[src/rtl/uart_tx.sv]
// UART transmitter: one start bit, DATA_BITS payload bits LSB first, one stop bit.
// Each bit is held for CLKS_PER_BIT clocks; TX, Busy and Done all come straight from flops.
module uart_tx #(
  parameter int CLKS_PER_BIT = 16,
  parameter int DATA_BITS    = 8
) (
  input  logic                 CLK,
  input  logic                 Reset,
  input  logic [DATA_BITS-1:0] Data,
  input  logic                 Start,
  output logic                 TX,
  output logic                 Busy,
  output logic                 Done
);

  // state        | meaning
  // ST_IDLE      | line high, waiting for Start (Done strobes here after a frame)
  // ST_START_BIT | driving the low start bit
  // ST_DATA_BITS | shifting payload out LSB first
  // ST_STOP_BIT  | driving the high stop bit
  localparam int CW = (CLKS_PER_BIT > 1) ? $clog2(CLKS_PER_BIT) : 1;
  localparam int IW = $clog2(DATA_BITS);
  localparam logic [CW-1:0] CNT_LAST = CW'(CLKS_PER_BIT - 1);
  localparam logic [IW-1:0] IDX_LAST = IW'(DATA_BITS - 1);

  typedef enum logic [1:0] {
    ST_IDLE,
    ST_START_BIT,
    ST_DATA_BITS,
    ST_STOP_BIT
  } state_t;

  state_t               state;
  logic [CW-1:0]        cnt;
  logic [IW-1:0]        bit_idx;
  logic [DATA_BITS-1:0] shift_reg;

  always_ff @(posedge CLK) begin
    if (Reset) begin
      state     <= ST_IDLE;
      cnt       <= '0;
      bit_idx   <= '0;
      shift_reg <= '0;
      TX        <= 1'b1;
      Busy      <= 1'b0;
      Done      <= 1'b0;
    end else begin
      Done <= 1'b0;
      case (state)
        ST_IDLE: begin
          TX <= 1'b1;
          if (Start) begin
            shift_reg <= Data;
            cnt       <= '0;
            bit_idx   <= '0;
            TX        <= 1'b0;
            Busy      <= 1'b1;
            state     <= ST_START_BIT;
          end
        end
        ST_START_BIT: begin
          if (cnt == CNT_LAST) begin
            cnt     <= '0;
            bit_idx <= '0;
            TX      <= shift_reg[0];
            state   <= ST_DATA_BITS;
          end else begin
            cnt <= cnt + 1'b1;
          end
        end
        ST_DATA_BITS: begin
          if (cnt == CNT_LAST) begin
            cnt <= '0;
            if (bit_idx == IDX_LAST) begin
              TX    <= 1'b1;
              state <= ST_STOP_BIT;
            end else begin
              // the bit now in shift_reg[1] is the next payload bit to go out
              bit_idx   <= bit_idx + 1'b1;
              TX        <= shift_reg[1];
              shift_reg <= shift_reg >> 1;
            end
          end else begin
            cnt <= cnt + 1'b1;
          end
        end
        ST_STOP_BIT: begin
          if (cnt == CNT_LAST) begin
            cnt   <= '0;
            TX    <= 1'b1;
            Busy  <= 1'b0;
            Done  <= 1'b1;
            state <= ST_IDLE;
          end else begin
            cnt <= cnt + 1'b1;
          end
        end
        default: begin
          state <= ST_IDLE;
          TX    <= 1'b1;
          Busy  <= 1'b0;
        end
      endcase
    end
  end

endmodule

[config.mk]
export PLATFORM = sky130hd
export DESIGN_NAME = uart_tx
export DESIGN_NICKNAME = d
export VERILOG_FILES = /design/src/rtl/uart_tx.sv
export SDC_FILE = /design/constraint.sdc
export NUM_CORES = 1
export LEC_CHECK = 0
export ABC_AREA = 1
export CAP_MARGIN = 5
export CORE_MARGIN = 3
export CORE_UTILIZATION = 54
export DETAILED_ROUTE_END_ITERATION = 6
export GPL_TIMING_DRIVEN = 0
export PLACE_DENSITY_LB_ADDON = 0.08
export SYNTH_ARGS = -nofsm -noshare
export SYNTH_HDL_FRONTEND = slang
export SYNTH_SLANG_ARGS = --single-unit
[constraint.sdc]
create_clock -name CLK -period 1.74 [get_ports CLK]
set_input_delay 0.348 -clock CLK [delete_from_list [all_inputs] [get_ports CLK]]
set_output_delay 0.348 -clock CLK [all_outputs]
set_load 0.02 [all_outputs]
Yosys cells after proc, flatten, opt, wreduce, memory -nomap -nowiden
Index checks and enable logic that the tools add are counted.
{"block": "word_totals", "register_bits": 20, "in_bits": 11, "out_inout_bits": 3, "wordCells": 60}
{"block": "op_classes", "addsub": 2, "eq_ne": 11, "muxes": 28, "bitwise_logic": 1, "reduce_logical": 11}
{"operator": "8-bit 2-to-1 mux", "n": 3}
{"operator": "8-bit case mux with 2 select lines", "n": 1}
{"operator": "3-bit 2-to-1 mux", "n": 4}
{"operator": "2-bit != test, second input constant", "n": 6}
{"operator": "2-bit 2-to-1 mux", "n": 5}
{"operator": "5-bit AND reduction", "n": 2}
{"operator": "3-bit case mux with 3 select lines", "n": 1}
{"operator": "1-bit 2-to-1 mux", "n": 8}
{"operator": "4-bit 2-to-1 mux", "n": 2}
{"operator": "2-bit case mux with 4 select lines", "n": 1}
{"operator": "4-bit case mux with 2 select lines", "n": 1}
{"operator": "3-bit AND reduction", "n": 2}
{"operator": "4-bit by 1-bit adder with 4-bit output, second input constant", "n": 1}
{"operator": "2-bit equality test, second input constant", "n": 2}
{"operator": "4-bit equality test, second input constant", "n": 1}
{"operator": "1-bit case mux with 4 select lines", "n": 1}
{"operator": "4-bit AND reduction", "n": 1}
{"operator": "2-bit nonzero test", "n": 2}
{"operator": "3-bit by 1-bit adder with 3-bit output, second input constant", "n": 1}
{"operator": "3-bit equality test, second input constant", "n": 1}
{"operator": "3-bit nonzero test", "n": 1}
{"operator": "3-bit OR reduction", "n": 1}
{"operator": "2-bit by 1-bit equality test with 1-bit output, second input constant", "n": 1}
{"operator": "2-bit logical NOT", "n": 1}
{"operator": "3 further kinds", "n": 3}

Longest topological paths before layout
Gate-level depths: netlist of run 1.
{"block": "depth", "ltp_word": 4, "ltp_mapped": 10, "ltp_nobuf": 9}

Least setup slack after synthesis of run 1
OpenSTA, ideal clock, no wires.
{"block": "synth_timing", "path_kind": "reg-to-reg", "startpoint": "register state[0]", "endpoint": "register state[0]", "setup_time_ns": 0.115, "t_arrival_ns": 1.262, "required_time_ns": 1.625, "slack_ns": 0.363, "path_stages_with_launch": 9, "synth_period_minus_slack_ns": 1.377, "cell_sequence": "dfxtp_1 inv_1 ha_1 inv_2 nand2_1 o21ai_1 nand3_1 nand2_1 nor2_1"}
{"block": "synth_between", "elab_chain_cells": 3, "word_cells_on_any_way": 11, "classes_between": "8 x eq/ne; 1 x mux; 2 x reduce/logical"}
{"item": "start: declaration", "line_no": "33", "rtl": "state_t state;"}
{"item": "start signal: assignment", "line_no": "40", "rtl": "state <= ST_IDLE;"}
{"item": "start signal: assignment", "line_no": "58", "rtl": "state <= ST_START_BIT;"}
{"item": "start signal: assignment", "line_no": "66", "rtl": "state <= ST_DATA_BITS;"}
{"item": "2-bit equality test, or another cell as far along", "line_no": "49", "rtl": "case (state)"}
{"item": "2-bit != test (no source line)"}
{"item": "5-bit AND reduction (no source line)"}
Parallel ways exist; a longest one is shown, timed or not.
A chain may end at the register's enable or synchronous reset.

Final worst setup path of run 1
{"block": "layout_timing", "startpoint": "register Busy", "endpoint": "output port Busy"}
{"item": "start: declaration", "line_no": "12", "rtl": "output logic Busy,"}
{"item": "start signal: assignment", "line_no": "45", "rtl": "Busy <= 1'b0;"}
{"item": "start signal: assignment", "line_no": "57", "rtl": "Busy <= 1'b1;"}
{"item": "start signal: assignment", "line_no": "91", "rtl": "Busy <= 1'b0;"}
No word-level cell between the ends.

==> run metrics, run 1 <==
pre-CTS WS between 0.09 and 0.1 ns; met1 usage 0.259; YS warnings 0; Area Growth Syn to Fin 17.6%; Hold Crit Class reg2reg; max reg flops 8; DR pass1 iterations 7; Slew Limit Fails 0; total track usage 0.211; Slew headroom 0.803; Cell variety after synth 23; status finished, violations left; Max Clk Rate between 600 and 700 MHz; Crit path largest cell delay about 0.6 ns; # DRC 2; failing checks DRC; CTS tree done; RR Startpoint state[1]; Placer Congestion approximately 0.83; kind of end point of the critical path output port; mean post-synth cell area between 6 and 7 sq um; I/O pins 14; worst reg-to-reg path cell count 8; share of cells above drive strength 1 0.104; post-DP HPWL between 1500 and 2000 um; Worst Setup Path Type reg2out; critical path launch point type register; Starting Density 0.591; total CTS buffers 3; Worst IR Drop VDD approximately 900 uV; WP depth 1; HP Start TX; Die ar. around 2800 sq um; met2 Usage GRT 0.376; largest net degree at the start of global routing 12; die width about 53 um; Crit-path slowest cell clkdlybuf4s50_1; period utilization 0.917; PortBufs 13; Worst-Skew Late Latency about 0.30 ns; flop and latch count out of synthesis 20; Worst setup endpoint Busy; ANT cells 0; cell area after synthesis between 1000 and 1500 sq um; routed len/inst 11.1 um; met3 usage 0.0366; minimum clock period around 1.6 ns; Worst Path Buf+Inv 1; Pwr Density between 1000 and 1500 nW/um^2; 1st-iter DRT viols 26; Layout Utilization 0.695; crit-path cells clkdlybuf4s50_1; layer with the highest usage met2; # Post-CTS Setup Buffers 0; MaxCap Viol Count 0; Multi-input gate area about 650 sq um; remaining antenna violation count 0; Worst Tran Pin Value between 0.2 and 0.3 ns; clk_skew between 0.003 and 0.004 ns; Cells after DPL roughly 230; PnR worst setup slack around 0.14 ns; global route overflow 0; RSZ-0062 raised after global routing false; H-tree levels 1; largest fanout on the critical path 2; Pwr Total 2.10 mW; LEAKAGE approximately 0.76 nW; FF-to-FF End shift_reg[0]; Die Y 53.3 um; root buf cell clkbuf_4; first-pass GRT wire length between 4000 and 5000 um; Total Routed Length 2550 um; clk slew on worst S/H paths 0.11 ns; # rows 16; routed via count roughly 1100; Final TNS setup 0 ns; crit path DAT 1.25 ns; top cell type's share of synthesized area 0.332; initial antenna violation count 0; sequential cell area fraction in the yosys report 0.332; post-synthesis net count 204; vias in the first global route about 1100; final hold vios 0; r2r setup slk ~0.21 ns; top cells by area, synth dfxtp_1 (33%), nand2_1 (15%), inv_1 (12%); CP top delay family buffers and inverters; area leader, netlist dfxtp_1; Core Area approximately 2000 sq um; Fillers between 150 and 200; flip-flop and latch area roughly 400 sq um; Non-Filler Instances between 200 and 250; critical path required time ~1.4 ns; Setup Viol. Count Final 0; Mapped Cells roughly 190; Worst Setup SP Busy; via density per instance around 5; nets ~220; Bufs on Longest Clock Path 2; CTS sink count 20
area by class of cell:
class                   instances  area share
clock buffers                   4      0.0256
repair buffers                 13      0.0917
well taps                      27      0.0238
flip-flops and latches         20       0.283
multi-input cells             124       0.459
inverters                      38       0.101
plain buffers                   3      0.0168
power by group:
part	total [mW]	switching, mW	internal (mW)	leakage, nW
Combinational	1.14	0.703	0.433	0.574
Sequential	0.690	0.0948	0.595	0.165
Clock	0.270	0.142	0.127	0.0210
through the flow:
| step | area, sq um | hold slack [ns] |
|---|---|---|
| floorplan | 1210 | 0.417 |
| global placement | 1370 | 0.444 |
| detailed placement | 1370 | 0.455 |
| CTS | 1410 | 0.479 |
| global route | 1420 | 0.514 |
| finish | 1420 | 0.475 |
placed cells by master (no fill, tap or decap), types with 2 or more instances in the layout:
master and instances:
a21oi_1 16, inv_1 37, dfxtp_1 19, nand3_1 16, clkdlybuf4s50_1 13, clkbuf_4 3
nand2_2 5, nand2_1 47, nor2_2 2, nor2_1 18, nand4_1 2, ha_1 8
tightest hold or removal path, stage by stage, from the launching register on:
cell and delay (ns):
dfxtp_1 0.34, a21oi_1 0.06, nand2_1 0.05
timing repair:
action | CTS | global route
hold buffers | 0 | 0
endpoints found under the setup margin | 0 | 7
gates resized for setup | 0 | 4
endpoints found under the hold margin | 0 | 0
logic make-up (layout without fill, tap and decap cells):
logic type | after synthesis | count (layout) | share of synthesized area
simple gates | 97 | 97 | 0.366
buf+inv | 41 | 58 | 0.138
compound gates | 19 | 19 | 0.0809
fa+ha+maj | 8 | 8 | 0.0830
flops | 20 | 20 | 0.332
routing by layer:
layer,share of wire,wire (um)
met5,0,0
met1,0.45,1140
met2,0.50,1270
met3,0.046,118
met4,0.0047,12
cells in the mapped netlist (all sizes together):
cell type  instances
ha                 8
o21ai              2
nand3             18
inv               38
nand4              2
nor2              21
dfxtp             20
or2                1
a21oi             16
nor3               1
buf                3
nand3b             1
o211ai             1
nand2             53
worst min path at each step:
stage	endpoint	slack [ns]	cells past startpoint
2_1_floorplan	Busy	0.42	1
3_3_place_gp	TX	0.44	2
3_5_place_dp	TX	0.45	2
4_1_cts	shift_reg[7]	0.48	2
5_1_grt	shift_reg[7]	0.51	2
6_report	TX	0.48	2
Note: power is estimated with default switching activity, not from simulation.
==> inputs of run 2 (changes only) <==
--- a/config.mk
+++ b/config.mk
@@ -12,6 +12,8 @@
 export DETAILED_ROUTE_END_ITERATION = 6
 export GPL_TIMING_DRIVEN = 0
 export PLACE_DENSITY_LB_ADDON = 0.08
+export RECOVER_POWER = 25
+export SKIP_LAST_GASP = 1
 export SYNTH_ARGS = -nofsm -noshare
 export SYNTH_HDL_FRONTEND = slang
 export SYNTH_SLANG_ARGS = --single-unit
==> run metrics, run 2 (synthesis gave the netlist of run 1 again) <==
Worst Setup SP Busy; post-DP HPWL 1990 um (unchanged); via density per instance 4.94 (-1.6%); Worst-Skew Late Latency 0.30 ns (about the same); FF-to-FF End state[0]; root buf cell clkbuf_4; DR pass1 iterations 6 (-1); Pwr Density 1480 nW/um^2 (about the same); Hold Crit Class reg2reg; routed len/inst 11.1 um (about the same); Slew Limit Fails 0 (unchanged); HP Start TX; # DRC 0 (-2); most frequent cells in the layout nand2_1 (47), inv_1 (37), dfxtp_1 (19); clk_skew 0.00188 ns (-0.00191 ns); CTS tree done; PortBufs 13 (unchanged); CP top delay family buffers and inverters; total CTS buffers 3 (unchanged); pre-CTS WS 0.0999 ns (unchanged); Hold Path Stages 2 (unchanged); Die Y 53.3 um (unchanged); commonest non-fill, non-tap cell in the layout nand2_1; I/O pins 14 (unchanged); CTS sink count 20 (unchanged); Core Area 2040 sq um (unchanged); share of cells above drive strength 1 0.0990 (-0.00495); MaxCap Viol Count 0 (unchanged); Crit path largest cell delay 0.60 ns (about the same); Setup Viol. Count Final 0 (unchanged); period utilization 0.917 (about the same); WHS Endpoint TX; die width 53.3 um (unchanged); Worst Setup Path Type reg2out; routed via count 1131 (-1.6%); dpl cell area 1370 sq um (unchanged); status finished, final reports clean; critical path launch point type register; CTS hold repair buffers 0 (unchanged); Starting Density 0.591 (unchanged); LEAKAGE 0.758 nW (-0.15%); RSZ-0062 raised after global routing false; vias in the first global route 1101 (unchanged); crit-path cells clkdlybuf4s50_1; H-tree levels 1 (unchanged); max reg flops 8 (unchanged); Design Area, Final 1420 sq um (-0.26%); crit path DAT 1.25 ns (about the same); ANT cells 0 (unchanged); Final TNS setup 0 ns (unchanged); initial antenna violation count 0 (unchanged); kind of end point of the critical path output port; remaining antenna violation count 0 (unchanged); nets 222 (unchanged); r2r setup slk 0.17 ns (-0.04 ns); Layout Utilization 0.693 (-0.00184); Non-Filler Instances 229 (unchanged); PnR worst setup slack 0.144 ns (-0.000504 ns); # rows 16 (unchanged); Bufs on Longest Clock Path 2 (unchanged); total track usage 0.211 (unchanged); Placer Congestion 0.826 (unchanged); minimum clock period 1.60 ns (+0.000504 ns); 1st-iter DRT viols 28 (+7.7%); Slew headroom 0.772 (-0.0308); Crit-path slowest cell clkdlybuf4s50_1; Total Routed Length 2540 um (about the same); first-pass GRT wire length 4570 um (unchanged); worst reg-to-reg path cell count 8 (unchanged); RR Startpoint state[0]; final hold vios 0 (unchanged); Cells after DPL 225 (unchanged); largest fanout on the critical path 2 (unchanged); Worst Tran Pin Value 0.340 ns (+0.0439 ns); Die ar. 2840 sq um (unchanged); clk slew on worst S/H paths 0.12 ns (about the same); global route overflow 0 (unchanged); Max Clk Rate 627 MHz (about the same); Worst Path Buf+Inv 1 (unchanged); Area Growth Syn to Fin 17.3%; Worst IR Drop VDD 895 uV (-0.60%); largest net degree at the start of global routing 12 (unchanged); critical path required time 1.39 ns (about the same)
==> run 2: changes by cell type in the layout (fill, tap and decap cells not counted) <==
cell,change
o21ai_1,+1
o21ai_2,-1
==> run 2: report_power, final <==
part / switching (mW) / total [mW] / leakage (nW) / internal (mW)
registers: 0.0953 / 0.690 / 0.165 / 0.595
clock network: 0.145 / 0.272 / 0.0210 / 0.127
logic: 0.697 / 1.13 / 0.573 / 0.429
==> run 2: final cells by class <==
type                            instances  area (sq um)
Clock buffer                            4          36.3
Timing Repair Buffer                   13           130
Fill cell                             190           627
Inverter                               38           143
Tap cell                               27          33.8
Sequential cell                        20           402
Multi-Input combinational cell        124           647
Buffer                                  3          23.8
==> run 2: how the worst max path moves through the flow <==
stage	cells after the start	slack, ns	endpoint
3_5_place_dp	8	0.1	bit_idx[0]
3_3_place_gp	8	0.13	bit_idx[2]
4_1_cts	8	0.1	state[0]
6_report	1	0.14	Busy
2_1_floorplan	8	0.36	state[0]
5_1_grt	8	0.04	state[0]
==> run 2: per-layer routing <==
layer,GRT usage,up-vias,wire length (um)
li1,-,603,-
met1,0.259,509,1170
met2,0.376,17,1250
met3,0.0366,2,111
met4,0.0511,0,12
met5,0,-,0
==> run 2: timing repair <==
item	in CTS	in global routing
endpoints found under the setup margin	0	7
setup buffers	0	0
resized for setup	0	4
==> run 2: metrics by stage <==
step | hold WS, ns | power [mW]
after floorplan | 0.417 | 1.55
after global placement | 0.444 | 1.76
after detailed placement | 0.455 | 1.82
after CTS | 0.479 | 2.09
after global routing | 0.514 | 2.32
final | 0.477 | 2.09
==> inputs of run 3 (changes only) <==
--- a/config.mk
+++ b/config.mk
@@ -11,7 +11,7 @@
 export CORE_UTILIZATION = 54
 export DETAILED_ROUTE_END_ITERATION = 6
 export GPL_TIMING_DRIVEN = 0
-export PLACE_DENSITY_LB_ADDON = 0.08
+export PLACE_DENSITY = 0.8
 export RECOVER_POWER = 25
 export SKIP_LAST_GASP = 1
 export SYNTH_ARGS = -nofsm -noshare
==> run metrics, run 3 (synthesis gave the netlist of run 1 again) <==
Crit-path slowest cell clkdlybuf4s50_1; RSZ-0062 raised after global routing false; critical path launch point type register; # rows 16 (unchanged); total CTS buffers 3 (unchanged); global route overflow 0 (unchanged); largest net degree at the start of global routing 13 (+1); Total Routed Length 2520 um (-1.0%); 1st-iter DRT viols 40 (+43%); vias in the first global route 1164 (+5.7%); routed via count 1134 (+0.27%); Max Clk Rate 622 MHz (-0.72%); Switching Fraction 0.429 (-0.0196); Worst Path Buf+Inv 1 (unchanged); total track usage 0.213 (+0.00167); I/O pins 14 (unchanged); clk_skew 0.00504 ns (+0.00316 ns); Worst Setup Path Type reg2out; sequential group share of total power 0.311 (-0.020); Slew headroom 0.777 (+0.00502); Die Y 53.3 um (unchanged); Final TNS setup 0 ns (unchanged); Setup Viol. Count Final 0 (unchanged); CTS hold repair buffers 0 (unchanged); status finished, final reports clean; remaining antenna violation count 0 (unchanged); Sw Pwr 0.944 mW (+0.67%); critical path required time 1.39 ns (about the same); final hold vios 0 (unchanged); period utilization 0.924 (+0.00667); CTS tree done; most frequent cells in the layout nand2_1 (47), inv_1 (37), dfxtp_1 (19), nor2_1 (19), nand3_1 (17); Fillers 185 (-2.6%); max reg flops 8 (unchanged); DR pass1 iterations 4 (-2); Core Area 2040 sq um (unchanged); via density per instance 4.95 (+0.27%); Starting Density 0.591 (unchanged); routed len/inst 11.0 um (-1.0%); Worst-Skew Late Latency 0.31 ns (about the same); Worst Tran Pin Value 0.332 ns (-0.00749 ns); ANT cells 0 (unchanged); LEAKAGE 0.761 nW (+0.36%); commonest non-fill, non-tap cell in the layout nand2_1; Pwr Density 1550 nW/um^2 (+5.0%); internal power 1.26 mW (+9.0%); Area Growth Syn to Fin 17.6%; CP top delay family buffers and inverters; clock network fraction of total power 0.176 (+0.046); root buf cell clkbuf_4; # DRC 0 (unchanged); CTS sink count 20 (unchanged); Bufs on Longest Clock Path 2 (unchanged); PortBufs 13 (unchanged); nets 222 (unchanged); H-tree levels 1 (unchanged); Slew Limit Fails 0 (unchanged); post-DP HPWL 1920 um (-3.2%); clk slew on worst S/H paths 0.12 ns (about the same); largest fanout on the critical path 2 (unchanged); Layout Utilization 0.695 (+0.00184); crit path DAT 1.26 ns (about the same); kind of end point of the critical path output port; Hold Crit Class reg2reg; minimum clock period 1.61 ns (+0.0116 ns); Gate power share 0.513 (-0.026); Crit path largest cell delay 0.60 ns (about the same); Die ar. 2840 sq um (unchanged); share of cells above drive strength 1 0.0891 (-0.00990); Placer Congestion 0.806 (-2.4%); first-pass GRT wire length 4570 um (unchanged); initial antenna violation count 0 (unchanged); die width 53.3 um (unchanged); MaxCap Viol Count 0 (unchanged); crit-path cells clkdlybuf4s50_1; Worst IR Drop VDD 997 uV (+11%)
==> run 3: cell types whose count changed in the layout (fill, tap and decap cells not counted), sizes merged <==
cell	delta
bufinv	+1
clkbuf	-1
==> run 3: routing by layer <==
metal	share of wire	GRT usage
met1	0.45	0.238
met2	0.50	0.408
met3	0.043	0.0254
met4	0.013	0.0638
met5	0	0
==> run 3: cell type report <==
cell class / count / area [sq um] / area share
Clock inverter: 1 / 30.0 / 0.0212
Inverter: 38 / 143 / 0.101
Clock buffer: 3 / 22.5 / 0.0159
Tap cell: 27 / 33.8 / 0.0238
Multi-Input combinational cell: 124 / 634 / 0.447
Timing Repair Buffer: 13 / 130 / 0.0917
Sequential cell: 20 / 402 / 0.283
Buffer: 3 / 23.8 / 0.0168
==> run 3: worst paths after layout <==
path	start	end	slack, ns	cells after the start
max reg2reg	state[1]	bit_idx[1]	0.18	8
max	Busy	Busy	0.13	1
min	TX	TX	0.47	2
min reg2reg	TX	TX	0.47	2
==> run 3: power by group through the flow <==
stage          logic [mW]  registers [mW]  clock network (mW)
2_1_floorplan       0.853           0.697                   0
3_3_place_gp         1.06           0.686                   0
3_5_place_dp         1.12           0.694                   0
4_1_cts              1.13           0.683               0.389
5_1_grt              1.31           0.702               0.399
6_report             1.13           0.684               0.388
==> run 3: timing repair <==
action,CTS,global route
gates resized for setup,0,1
setup endpoints to repair,0,3
buffers inserted,0,0
==> run 3: stage by stage <==
| step | area [sq um] | hold slack (ns) | cells | total power [mW] | setup WS, ns |
|---|---|---|---|---|---|
| floorplan | 1210 | 0.417 | 185 | 1.55 | 0.363 |
| global placement | 1370 | 0.446 | 225 | 1.75 | 0.159 |
| detailed placement | 1370 | 0.445 | 225 | 1.82 | 0.121 |
| CTS | 1420 | 0.475 | 229 | 2.20 | 0.126 |
| global route | 1420 | 0.518 | 229 | 2.42 | 0.00648 |
| finish | 1420 | 0.471 | 229 | 2.20 | 0.133 |
